===== src/rtl/fp_mult_pkg.sv =====
// Shared constants and pack-case encoding for the approximate FP32 multiplier datapath.
package fp_mult_pkg;

  localparam int EXP_W   = 8;
  localparam int MANT_W  = 23;
  localparam int BIAS    = 127;
  localparam int EXP_MAX = 255;

  // Bit positions inside the {exception, overflow, underflow} flag vector
  localparam int FLG_EXC = 2;
  localparam int FLG_OVF = 1;
  localparam int FLG_UDF = 0;

  typedef enum logic [2:0] {
    PK_NORM = 3'd0,
    PK_EXC  = 3'd1,
    PK_ZERO = 3'd2,
    PK_OVF  = 3'd3,
    PK_UDF  = 3'd4
  } pack_case_e;

endpackage


===== src/rtl/fp_pipe_reg.sv =====
// Parameterised-width valid/ready pipeline register; holds its beat while downstream stalls.
module fp_pipe_reg #(
  parameter int W = 8
) (
  input  logic         clk,
  input  logic         rst_n,
  input  logic         in_valid,
  output logic         in_ready,
  input  logic [W-1:0] in_data,
  output logic         out_valid,
  input  logic         out_ready,
  output logic [W-1:0] out_data
);

  logic         valid_reg;
  logic [W-1:0] data_reg;

  assign in_ready  = !valid_reg || out_ready;
  assign out_valid = valid_reg;
  assign out_data  = data_reg;

  always_ff @(posedge clk or negedge rst_n) begin
    if (!rst_n) begin
      valid_reg <= 1'b0;
      data_reg  <= '0;
    end else if (in_ready) begin
      valid_reg <= in_valid;
      if (in_valid) begin
        data_reg <= in_data;
      end
    end
  end

endmodule


===== src/rtl/fp_mult_pack_stage.sv =====
// Sign/exponent computation, special-case detection and IEEE-754 packing for the
// approximate FP32 multiplier, as a two-stage valid/ready pipeline with sticky flags.
module fp_mult_pack_stage #(
  parameter int EXP_W  = fp_mult_pkg::EXP_W,
  parameter int MANT_W = fp_mult_pkg::MANT_W,
  parameter int BIAS   = fp_mult_pkg::BIAS
) (
  input  logic                      clk,
  input  logic                      rst_n,
  input  logic                      in_valid,
  output logic                      in_ready,
  input  logic [EXP_W+MANT_W:0]     a_operand,
  input  logic [EXP_W+MANT_W:0]     b_operand,
  input  logic                      normalised,
  input  logic [MANT_W-1:0]         product_mantissa,
  output logic                      out_valid,
  input  logic                      out_ready,
  output logic [EXP_W+MANT_W:0]     result,
  output logic                      overflow,
  output logic                      underflow,
  output logic                      exception,
  input  logic                      clr_flags,
  output logic [2:0]                sticky_flags
);

  import fp_mult_pkg::*;

  localparam int DATA_W   = 1 + EXP_W + MANT_W;
  localparam int ESW      = EXP_W + 2;
  localparam int EXP_ONES = (1 << EXP_W) - 1;
  localparam int S1_W     = 1 + ESW + MANT_W + 4;
  localparam int S2_W     = DATA_W + 3;

  // ---------------- S1: sign, exponent sum, operand classification
  logic [EXP_W-1:0]  ea, eb;
  logic [MANT_W-1:0] ma, mb;
  logic [ESW-1:0]    exp_sum_next;
  logic [S1_W-1:0]   s1_in_data, s1_out_data;
  logic              s1_out_valid, s2_in_ready;

  assign ea = a_operand[DATA_W-2 -: EXP_W];
  assign eb = b_operand[DATA_W-2 -: EXP_W];
  assign ma = a_operand[MANT_W-1:0];
  assign mb = b_operand[MANT_W-1:0];

  // Modulo-2^ESW arithmetic; bits are reinterpreted as signed in S2
  assign exp_sum_next = {2'b00, ea} + {2'b00, eb} + ESW'(normalised) - ESW'(BIAS);

  assign s1_in_data = {a_operand[DATA_W-1] ^ b_operand[DATA_W-1],
                       exp_sum_next,
                       product_mantissa,
                       (ea == EXP_W'(EXP_ONES)),
                       (eb == EXP_W'(EXP_ONES)),
                       (ea == '0) && (ma == '0),
                       (eb == '0) && (mb == '0)};

  fp_pipe_reg #(.W(S1_W)) u_s1 (
    .clk       (clk),
    .rst_n     (rst_n),
    .in_valid  (in_valid),
    .in_ready  (in_ready),
    .in_data   (s1_in_data),
    .out_valid (s1_out_valid),
    .out_ready (s2_in_ready),
    .out_data  (s1_out_data)
  );

  // ---------------- S2: priority pack
  logic                     s1_sign, s1_a_inf, s1_b_inf, s1_a_zero, s1_b_zero;
  logic signed [ESW-1:0]    s1_exp_sum;
  logic [MANT_W-1:0]        s1_mant;
  pack_case_e               pack_case;
  logic [DATA_W-1:0]        result_next;
  logic [2:0]               flags_next;
  logic [S2_W-1:0]          s2_out_data;

  assign {s1_sign, s1_exp_sum, s1_mant, s1_a_inf, s1_b_inf, s1_a_zero, s1_b_zero} = s1_out_data;

  always_comb begin
    pack_case = PK_NORM;
    if (s1_a_inf || s1_b_inf) begin
      pack_case = PK_EXC;
    end else if (s1_a_zero || s1_b_zero) begin
      pack_case = PK_ZERO;
    end else if (s1_exp_sum >= EXP_ONES) begin
      pack_case = PK_OVF;
    end else if (s1_exp_sum <= 0) begin
      pack_case = PK_UDF;
    end
  end

  always_comb begin
    result_next = {s1_sign, s1_exp_sum[EXP_W-1:0], s1_mant};
    flags_next  = 3'b000;
    case (pack_case)
      PK_EXC: begin
        result_next        = {s1_sign, {EXP_W{1'b1}}, {MANT_W{1'b0}}};
        flags_next[FLG_EXC] = 1'b1;
      end
      PK_ZERO: begin
        result_next = {s1_sign, {(DATA_W-1){1'b0}}};
      end
      PK_OVF: begin
        result_next        = {s1_sign, {EXP_W{1'b1}}, {MANT_W{1'b0}}};
        flags_next[FLG_OVF] = 1'b1;
      end
      PK_UDF: begin
        result_next        = {s1_sign, {(DATA_W-1){1'b0}}};
        flags_next[FLG_UDF] = 1'b1;
      end
      default: ;
    endcase
  end

  fp_pipe_reg #(.W(S2_W)) u_s2 (
    .clk       (clk),
    .rst_n     (rst_n),
    .in_valid  (s1_out_valid),
    .in_ready  (s2_in_ready),
    .in_data   ({result_next, flags_next}),
    .out_valid (out_valid),
    .out_ready (out_ready),
    .out_data  (s2_out_data)
  );

  assign result    = s2_out_data[S2_W-1:3];
  assign exception = s2_out_data[FLG_EXC];
  assign overflow  = s2_out_data[FLG_OVF];
  assign underflow = s2_out_data[FLG_UDF];

  // ---------------- Sticky status; a clear beats a same-cycle flagged transfer
  logic [2:0] sticky_reg;

  always_ff @(posedge clk or negedge rst_n) begin
    if (!rst_n) begin
      sticky_reg <= 3'b000;
    end else if (clr_flags) begin
      sticky_reg <= 3'b000;
    end else if (out_valid && out_ready) begin
      sticky_reg <= sticky_reg | s2_out_data[2:0];
    end
  end

  assign sticky_flags = sticky_reg;

endmodule


===== config.mk =====
export PLATFORM = sky130hd
export DESIGN_NAME = fp_mult_pack_stage
export DESIGN_NICKNAME = d
export VERILOG_FILES = /design/src/rtl/fp_mult_pkg.sv /design/src/rtl/fp_pipe_reg.sv /design/src/rtl/fp_mult_pack_stage.sv
export SDC_FILE = /design/constraint.sdc
export NUM_CORES = 1
export LEC_CHECK = 0
export ABC_AREA = 1
export CORE_UTILIZATION = 42
export DETAILED_ROUTE_END_ITERATION = 6
export GPL_ROUTABILITY_DRIVEN = 0
export HOLD_SLACK_MARGIN = 0.02
export PLACE_DENSITY = 0.75
export SYNTH_ARGS = -nofsm -noshare
export SYNTH_HDL_FRONTEND = slang
export SYNTH_SLANG_ARGS = --single-unit

===== constraint.sdc =====
create_clock -name clk -period 1.75 [get_ports clk]
set_clock_uncertainty 0.15 [all_clocks]
set_input_delay 0.525 -clock clk [delete_from_list [all_inputs] [get_ports clk]]
set_output_delay 0.525 -clock clk [all_outputs]
set_load 0.005 [all_outputs]

==> impl_metrics.env <==
export IMPL_startpoint="normalised"
export IMPL_worstSkewPairLatency_ps=350
export IMPL_grt_pass1_vias=3765
export IMPL_finalHoldViolCount=0
export IMPL_grt_ovfl_total=0
export IMPL_total_cts_buffers=9
export IMPL_critical_path_endpoint="u_s1.out_data[35]"
export IMPL_grtUsageMet1_pct=29.1
export IMPL_rrSetupSlack_ps=150
export IMPL_syn_cell_area_um2=3930
export IMPL_synth_cells=470
export IMPL_max_cap_violations=0
export IMPL_final_cell_count_no_fill=766
export IMPL_ws_path_type="input port to flop"
export IMPL_slew_limit_headroom_pct=75.3
export IMPL_synth_enable_flop_cells=0
export IMPL_synth_yosys_warnings=0
export IMPL_fp_dieH_um=98.7
export IMPL_layout_cells_most_common="nand2_1"
export IMPL_powerDensity_nw_per_um2=969
export IMPL_fmaxAchievable_ghz=0.543
export IMPL_detail_route_drc_violations=0
export IMPL_crit_top_cell="nand2_1"
export IMPL_grt_most_used_layer="met2"
export IMPL_vias=3747
export IMPL_irDropWorstVdd_uv=647
export IMPL_start_util_pct=44.2
export IMPL_synth_nets=580
export IMPL_post_route_period_util_pct=105
export IMPL_worst_r2r_cell_count=8
export IMPL_r2r_end="u_s2.out_data[5]"
export IMPL_period_minus_slack_ps=1840
export IMPL_portBuffers=132
export IMPL_cts_root_buffer="clkbuf_8"
export IMPL_yosysSeqAreaShare_pct=49.7
export IMPL_synth_async_sr_flop_share_pct=100
export IMPL_grt_start_max_net_pins=33
export IMPL_cts_path_max_buffers=2
export IMPL_ys_flop_type="dfrtp_1"
export IMPL_outcome="finished with violations"
export IMPL_rsz0062_at_grt="yes"
export IMPL_totalWireLength_mm=10.5
export IMPL_grt_pass1_wl_mm=17.3
export IMPL_finish_net_count=764
export IMPL_antenna_violating_nets_post_route=0
export IMPL_track_usage_pct=22.4
export IMPL_clock_tree_htree_level_count=3
export IMPL_final_layout_size_suffix_gt1_share_pct=22.8
export IMPL_groute_layer_met3_usage_pct=4.11
export IMPL_failed_checks="negative setup slack"
export IMPL_avgSynthCellArea_um2=8.36
export IMPL_floorplan_die_width_um=98.7
export IMPL_stdcell_area_um2=6150
export IMPL_dr_pass1_iters=6
export IMPL_rows=34
export IMPL_antenna_violations_before_repair=0
export IMPL_final_setup_violation_count=2
export IMPL_leakage_nw=2.97
export IMPL_timing_worst_slew_pin_value_ps=370
export IMPL_layout_common_cells="nand2_1 (176), dfrtp_1 (78), clkdlybuf4s50_1 (73)"
export IMPL_ys_seq_elements=78
export IMPL_r2r_start="u_s2.out_valid"
export IMPL_cp_max_fo=3
export IMPL_fin_setup_tns_ps=-184
export IMPL_post_dp_hpwl_mm=7.87
export IMPL_dr_first_iter_drc_count=129
export IMPL_die_area_um2=9750
export IMPL_cts_sink_cnt=78
export IMPL_layout_area_overhead_vs_synth_pct=56.6
export IMPL_arrival_ps=1940
export IMPL_fin_ws_ps=-93.2
export IMPL_fill_cells=726
export IMPL_holdCritPathClass="flop to flop"
export IMPL_worst_path_largest_cell_delay_ps=360
export IMPL_clkSlewWorstSetupHoldPaths_ps=80
export IMPL_avgRoutedWirePerCell_um=13.7
export IMPL_synth_lib_cells_used_distinct=34
export IMPL_fp_coreArea_um2=8890
export IMPL_setup_worst_path_end_class="flop"
export IMPL_tritoncts="built"
export IMPL_maxSlewViolCount=0
export IMPL_crit_chain="buf_8, inv_12, ha_4, inv_4, ha_4, inv_2, fa_2, o21ai_4, nand2_1, nand2_1, nand2_1, nand3_1, nand2_1"
export IMPL_io_pin_count=133
export IMPL_cp_max_delay_cell="fa_2"
export IMPL_worst_endpoint_required_ps=1840
export IMPL_avgViaCountPerCell=4.89
export IMPL_critical_path_startpoint_type="input port"
export IMPL_use_met2_pct=38.9
export IMPL_antenna_cells=0
export IMPL_placed_insts=734
export IMPL_cell_area_after_placement_um2=5850
[stage by stage]
step                      setup slack, ps  util (%)  hold WS, ps  power (mW)
after floorplan                      -330         -         79.4        3.45
after global placement              -1030      65.8          306        4.61
after detailed placement            -1090      65.8          312        4.68
after CTS                            -122      69.3          334        5.97
after global routing                 -158      69.2          346        6.35
final                               -93.2      69.2          329        5.96
[power by group]
part           switching [mW]  internal, mW
sequential              0.261          2.22
clock                   0.653         0.653
combinational            1.01          1.16
total                    1.93          4.04
[cells in the mapped netlist (3+ instances only)]
| master | instances | area (µm²) |
|---|---|---|
| a21oi_1 | 16 | 80.1 |
| buf_2 | 11 | 55.1 |
| dfrtp_1 | 78 | 1950 |
| ha_1 | 16 | 200 |
| inv_1 | 22 | 82.6 |
| nand2_1 | 179 | 672 |
| nand3_1 | 11 | 55.1 |
| nand3b_1 | 3 | 22.5 |
| nand4_1 | 18 | 113 |
| nor2_1 | 54 | 203 |
| o21ai_0 | 12 | 60.1 |
| o21ai_2 | 20 | 175 |
| xnor2_1 | 3 | 26.3 |
[cell type report]
| type | count | area, µm² | share of cell area (%) |
|---|---|---|---|
| clock buffer | 10 | 128 | 2.07 |
| clock inverter | 5 | 61.3 | 0.996 |
| inverter | 25 | 111 | 1.81 |
| multi-input combinational | 352 | 2050 | 33.3 |
| sequential | 78 | 1950 | 31.7 |
| tap | 108 | 135 | 2.20 |
| timing repair buffer | 188 | 1720 | 27.9 |
[how the worst min path moves through the flow]
stage	cells after the start	slack, ps	from	end
after global routing	3	350	a_operand[23]	u_s1.out_data[3]
after detailed placement	1	310	rst_n	u_s2.out_data[13]
after floorplan	0	80	rst_n	sticky_flags[0]
final	2	330	u_s2.out_data[20]	u_s2.out_data[20]
after global placement	1	310	rst_n	u_s2.out_data[11]
after CTS	2	330	u_s2.out_data[13]	u_s2.out_data[13]
[worst max-delay path, delay by kind of cell]
family / cells / cell delay (ps)
simple gates: 5 / 330
fa+ha+maj: 3 / 720
buf+inv: 4 / 200
compound gates: 1 / 160
[cell families (layout without fill, tap and decap cells)]
group	Yosys count	after routing	share of synthesized area [%]
simple gates	275	275	29.7
flops	78	78	49.7
compound gates	56	56	9.42
buf+inv	40	228	4.74
fa+ha+maj	17	17	5.60
xor+xnor	4	4	0.892
[flip-flops by register name (all words and copies together) (netlist names)]
name	cells
u_s1.out_valid	1
u_s2.out_data	35
u_s1.out_data	38
u_s2.out_valid	1
sticky_flags	3
[routing by layer]
metal	up-vias	routed length [µm]	share of wire, %
li1	1886	-	-
met1	1767	4670	45
met2	81	5350	51
met3	13	290	2.8
met4	0	153	1.5
met5	-	0	0
[repair_timing]
item	4_1_cts	5_1_grt
gates resized for setup	96	28
hold buffers	1	0
setup buffers	17	0
pin swaps	13	11
endpoints found under the hold margin	23	0
setup endpoints to repair	65	16
Power figures use the tool's default switching activity.
==> RTL change 1: new RTL, same settings <==
`MANT_W`: 23 -> 46.
--- a/src/rtl/fp_mult_pkg.sv
+++ b/src/rtl/fp_mult_pkg.sv
@@ -4,3 +4,3 @@
   localparam int EXP_W   = 8;
-  localparam int MANT_W  = 23;
+  localparam int MANT_W  = 46;
   localparam int BIAS    = 127;
Interface: changed (resized a_operand, b_operand, product_mantissa and result); port bits go from 133 to 225. The function was not compared with the original's and may differ.
==> RTL change 1 against the unedited design <==
The run still ends with setup timing left. Worst setup slack got worse by 0.0061 ns. Highest routed layer unchanged. Power rose by 75%. Hold slack got worse by 0.0044 ns. Sequential share of layout area fell by 0.29 points. Synthesized area rose by 55%. Final area rose by 60%. Register-to-register slack got worse by 0.04 ns. Fmax fell by 0.33%. Global-route usage rose by 0.28 points. Routed wire length rose by 52%. Sequential cell count rose by 46.
==> RTL change 1: results (changes against the unedited design) <==
\begin{tabular}{lr}
\hline
Metric & Value \\
\hline
\multicolumn{2}{l}{\textbf{Outcome}} \\
Failing checks & setup timing \\
Result of the run & finished with violations \\
\multicolumn{2}{l}{\textbf{Drt}} \\
Final Routed Wirelength & 15900 um (+52\%) \\
Via count of the routed design & 5763 (+54\%) \\
Initial DRC count & 276 (+110\%) \\
Drt pass-1 iters & 4 (-2) \\
\multicolumn{2}{l}{\textbf{CTS}} \\
Clock root cell & clkbuf\_16 \\
Clock buffer count from CTS & 17 (+8) \\
Clock Latency Late Sink & 0.41 ns (+0.06 ns) \\
Number of H-tree levels & 4 (+1) \\
\multicolumn{2}{l}{\textbf{Synth}} \\
Cell variety after synth & 31 (-8.8\%) \\
Synthesized instance count & 741 (+58\%) \\
Top cell types by occurrence after synthesis & 319 x nand2\_1, 124 x dfrtp\_1, 76 x nor2\_1, 44 x inv\_1, 40 x o21ai\_2 \\
Leading post-synthesis cells by cell area & dfrtp\_1 51\%, nand2\_1 20\%, o21ai\_2 5.8\%, nor2\_1 4.7\%, ha\_1 3.3\% \\
Net Count, Synth & 920 (+59\%) \\
\multicolumn{2}{l}{\textbf{Layout}} \\
NumNets Final & 1212 (+59\%) \\
\multicolumn{2}{l}{\textbf{Placement}} \\
Input/output buffers & 224 (+70\%) \\
Estimated wirelength of the detail-placed design & 11700 um (+49\%) \\
\multicolumn{2}{l}{\textbf{GRT}} \\
Pin count of the biggest net entering global routing & 58 (+76\%) \\
Via count of the first global-routing pass & 5702 (+51\%) \\
Tot GR Track Use & 22.7\% (+0.28 points) \\
Wire length of the first global-routing pass & 26200 um (+51\%) \\
\multicolumn{2}{l}{\textbf{Pwr}} \\
Cell leakage power & 4.71 nW (+58\%) \\
VDD IR-drop max & 0.000720 V (+11\%) \\
\multicolumn{2}{l}{\textbf{Timing}} \\
Total setup violations reported at the end of the flow & 4 (+2) \\
TNS Setup & -0.169 ns (+0.0146 ns) \\
Setup WS post-layout & -0.0993 ns (-0.00614 ns) \\
\hline
\end{tabular}
## RTL change 1: area by class of cell
type                       count  area, um2  area share [%]
sequential                   124       3100            31.4
timing repair buffer         301       2930            29.7
clock buffer                  23        468            4.74
inverter                      49        201            2.04
tap                          180        225            2.28
clock inverter                 8       92.6           0.938
multi-input combinational    540       2850            28.9
## RTL change 1: worst paths after layout
kind / startpoint / to / slack (ns)
max: normalised / u_s1.out_data[58] / -0.1
min: u_s1.out_data[44] / u_s1.out_data[44] / 0.32
max reg2reg: u_s2.out_valid / u_s2.out_data[25] / 0.11
min reg2reg: u_s1.out_data[44] / u_s1.out_data[44] / 0.32
max in group asynchronous: rst_n / u_s2.out_data[0] / 0.60
min in group asynchronous: rst_n / u_s1.out_data[14] / 0.50
## RTL change 1: logic make-up after synthesis
logic type / after synthesis / synth area share, %
compound gates: 73 / 8.77
fa+ha+maj: 17 / 3.62
simple gates: 446 / 29.7
buf+inv: 77 / 6.26
flops: 124 / 51.0
xor+xnor: 4 / 0.576
## RTL change 1: worst max-delay path, cell delays in order
cell     delay [ns]
buf_8          0.09
inv_12         0.03
ha_4           0.23
inv_4          0.05
ha_4           0.13
inv_2          0.04
fa_2           0.39
o21ai_4        0.19
nand2_1        0.09
nand2_1        0.07
nand2_1        0.06
nand3_2        0.05
nand2_1        0.05
## RTL change 1: power by group
group	internal, mW	total [mW]	switching [mW]
clock	2.15	3.34	1.19
combinational	1.78	3.25	1.46
sequential	3.48	3.85	0.375
## RTL change 1: what timing repair did
action,in CTS,in global routing
gates cloned,0,0
endpoints found under the setup margin,113,50
endpoints found under the hold margin,95,0
gates resized for setup,133,71
hold buffers,1,0
setup buffers,16,12
pin swaps,8,15
## RTL change 1: layer usage
metal  vias to the layer above  track usage (%)  share of wire (%)
met3                        35             5.16                4.9
met1                      2655             28.8                 43
met2                       163             37.4                 50
met4                         0             9.38                2.5
li1                       2910                -                  -
met5                         -                0                  0
==> RTL change 2: new RTL, same flow settings <==
Made on the original files. Reset style: synchronous (`rst_n`), changed in 2 clocked blocks.
--- a/src/rtl/fp_pipe_reg.sv
+++ b/src/rtl/fp_pipe_reg.sv
@@ -21,3 +21,3 @@
 
-  always_ff @(posedge clk or negedge rst_n) begin
+  always_ff @(posedge clk) begin
     if (!rst_n) begin
--- a/src/rtl/fp_mult_pack_stage.sv
+++ b/src/rtl/fp_mult_pack_stage.sv
@@ -133,3 +133,3 @@
 
-  always_ff @(posedge clk or negedge rst_n) begin
+  always_ff @(posedge clk) begin
     if (!rst_n) begin
Behaviour: differs if rst_n is asserted again (counterexample within 4 cycles, from zero or initial values and one cycle with rst_n low); with rst_n held inactive, the same outputs for 10 cycles.
==> RTL change 2 against the unedited design <==
The flow still finishes with violations (setup timing). Worst setup slack worse by 0.057 ns. First-iteration DRC count up 7.8%. Sequential share of layout area down 5.2 points. Sequential cell count unchanged. Routed wire length up 5.9%. Final area down 2.6%. Power down 22%. Synthesized area down 3.1%. Via count up 8.6%. Hold slack worse by 0.023 ns. Clock power up 24%. Critical path type unchanged. Largest cell class unchanged. Highest routed layer unchanged.
==> RTL change 2: results (changes against the unedited design) <==
\begin{tabular}{lr}
\hline
Metric & Value \\
\hline
\multicolumn{2}{l}{\textbf{Outcome}} \\
Result of the run & finished with violations \\
Failing checks & setup timing \\
\multicolumn{2}{l}{\textbf{Drt}} \\
Drt pass-1 iters & 5 (-1) \\
WL per Instance & 13.5 um (-0.93\%) \\
Via count of the routed design & 4068 (+8.6\%) \\
\multicolumn{2}{l}{\textbf{Layout}} \\
Clock network area share & 4.07\% (+1.0 points) \\
Inverters excl. clock & 46 (+84\%) \\
Seq area share & 26.5\% (-5.2 points) \\
Area growth syn-to-layout & 57.3\% \\
FFs \& Latches & 78 (unchanged) \\
Fraction of layout cells with a size suffix above 1 & 22.1\% (-0.71 points) \\
NumNets Final & 817 (+6.9\%) \\
Filler instances & 731 (+0.69\%) \\
\multicolumn{2}{l}{\textbf{Setup path}} \\
Endpoint of the worst setup timing path & u\_s1.out\_data[35] \\
Reg-to-Reg Start & u\_s2.out\_valid \\
Max incr delay on CP & 0.38 ns (+0.02 ns) \\
Length in cells of the worst reg-to-reg path & 9 (+1) \\
Worst R2R End & u\_s2.out\_data[4] \\
\multicolumn{2}{l}{\textbf{Synth}} \\
Top cell types by occurrence after synthesis & 121 x nor2\_1, 93 x nand2\_1, 78 x dfxtp\_1, 48 x a21oi\_1, 43 x o21ai\_0 \\
Leading post-synthesis cells by cell area & dfxtp\_1 41\%, nor2\_1 12\%, nand2\_1 9.2\%, a21oi\_1 6.3\%, o21ai\_0 5.6\% \\
\multicolumn{2}{l}{\textbf{Pwr}} \\
VDD IR-drop max & 0.000552 V (-15\%) \\
Cell leakage power & 2.62 nW (-12\%) \\
\multicolumn{2}{l}{\textbf{Timing}} \\
Setup WS post-layout & -0.151 ns (-0.0574 ns) \\
Total setup violations reported at the end of the flow & 4 (+2) \\
\multicolumn{2}{l}{\textbf{Placement}} \\
Estimated wirelength of the detail-placed design & 8370 um (+6.4\%) \\
\multicolumn{2}{l}{\textbf{GRT}} \\
Wire length of the first global-routing pass & 18600 um (+7.3\%) \\
\multicolumn{2}{l}{\textbf{Worst hold path}} \\
Worst hold path endpoint & sticky\_flags[2] \\
\hline
\end{tabular}
-- RTL change 2: cell count changes in the layout (fill, tap and decap cells not counted), sizes merged, moves of 3 or more --
cell	unedited run	this run
a21oi	16	48
buf	63	59
dfrtp	78	0
dfxtp	0	78
inv	25	45
nand2	181	97
nand3	13	16
nand3b	3	23
nand4	18	10
nor2	57	124
o21ai	33	43
xnor2	3	0
xor2	1	4
-- RTL change 2: what timing repair did --
action / CTS / global route
cloned: 0 / 0
hold buffers: 0 / 0
gates resized for setup: 119 / 33
setup endpoints to repair: 71 / 24
pin swaps: 14 / 26
buffers inserted: 5 / 2
-- RTL change 2: layer usage --
| layer | up-vias | track usage, % | part of all wire [%] |
|---|---|---|---|
| met5 | - | 0 | 0 |
| met3 | 19 | 4.96 | 4.3 |
| met4 | 0 | 8.14 | 1.8 |
| met1 | 1868 | 27.2 | 42 |
| li1 | 2075 | - | - |
| met2 | 106 | 44.6 | 51 |
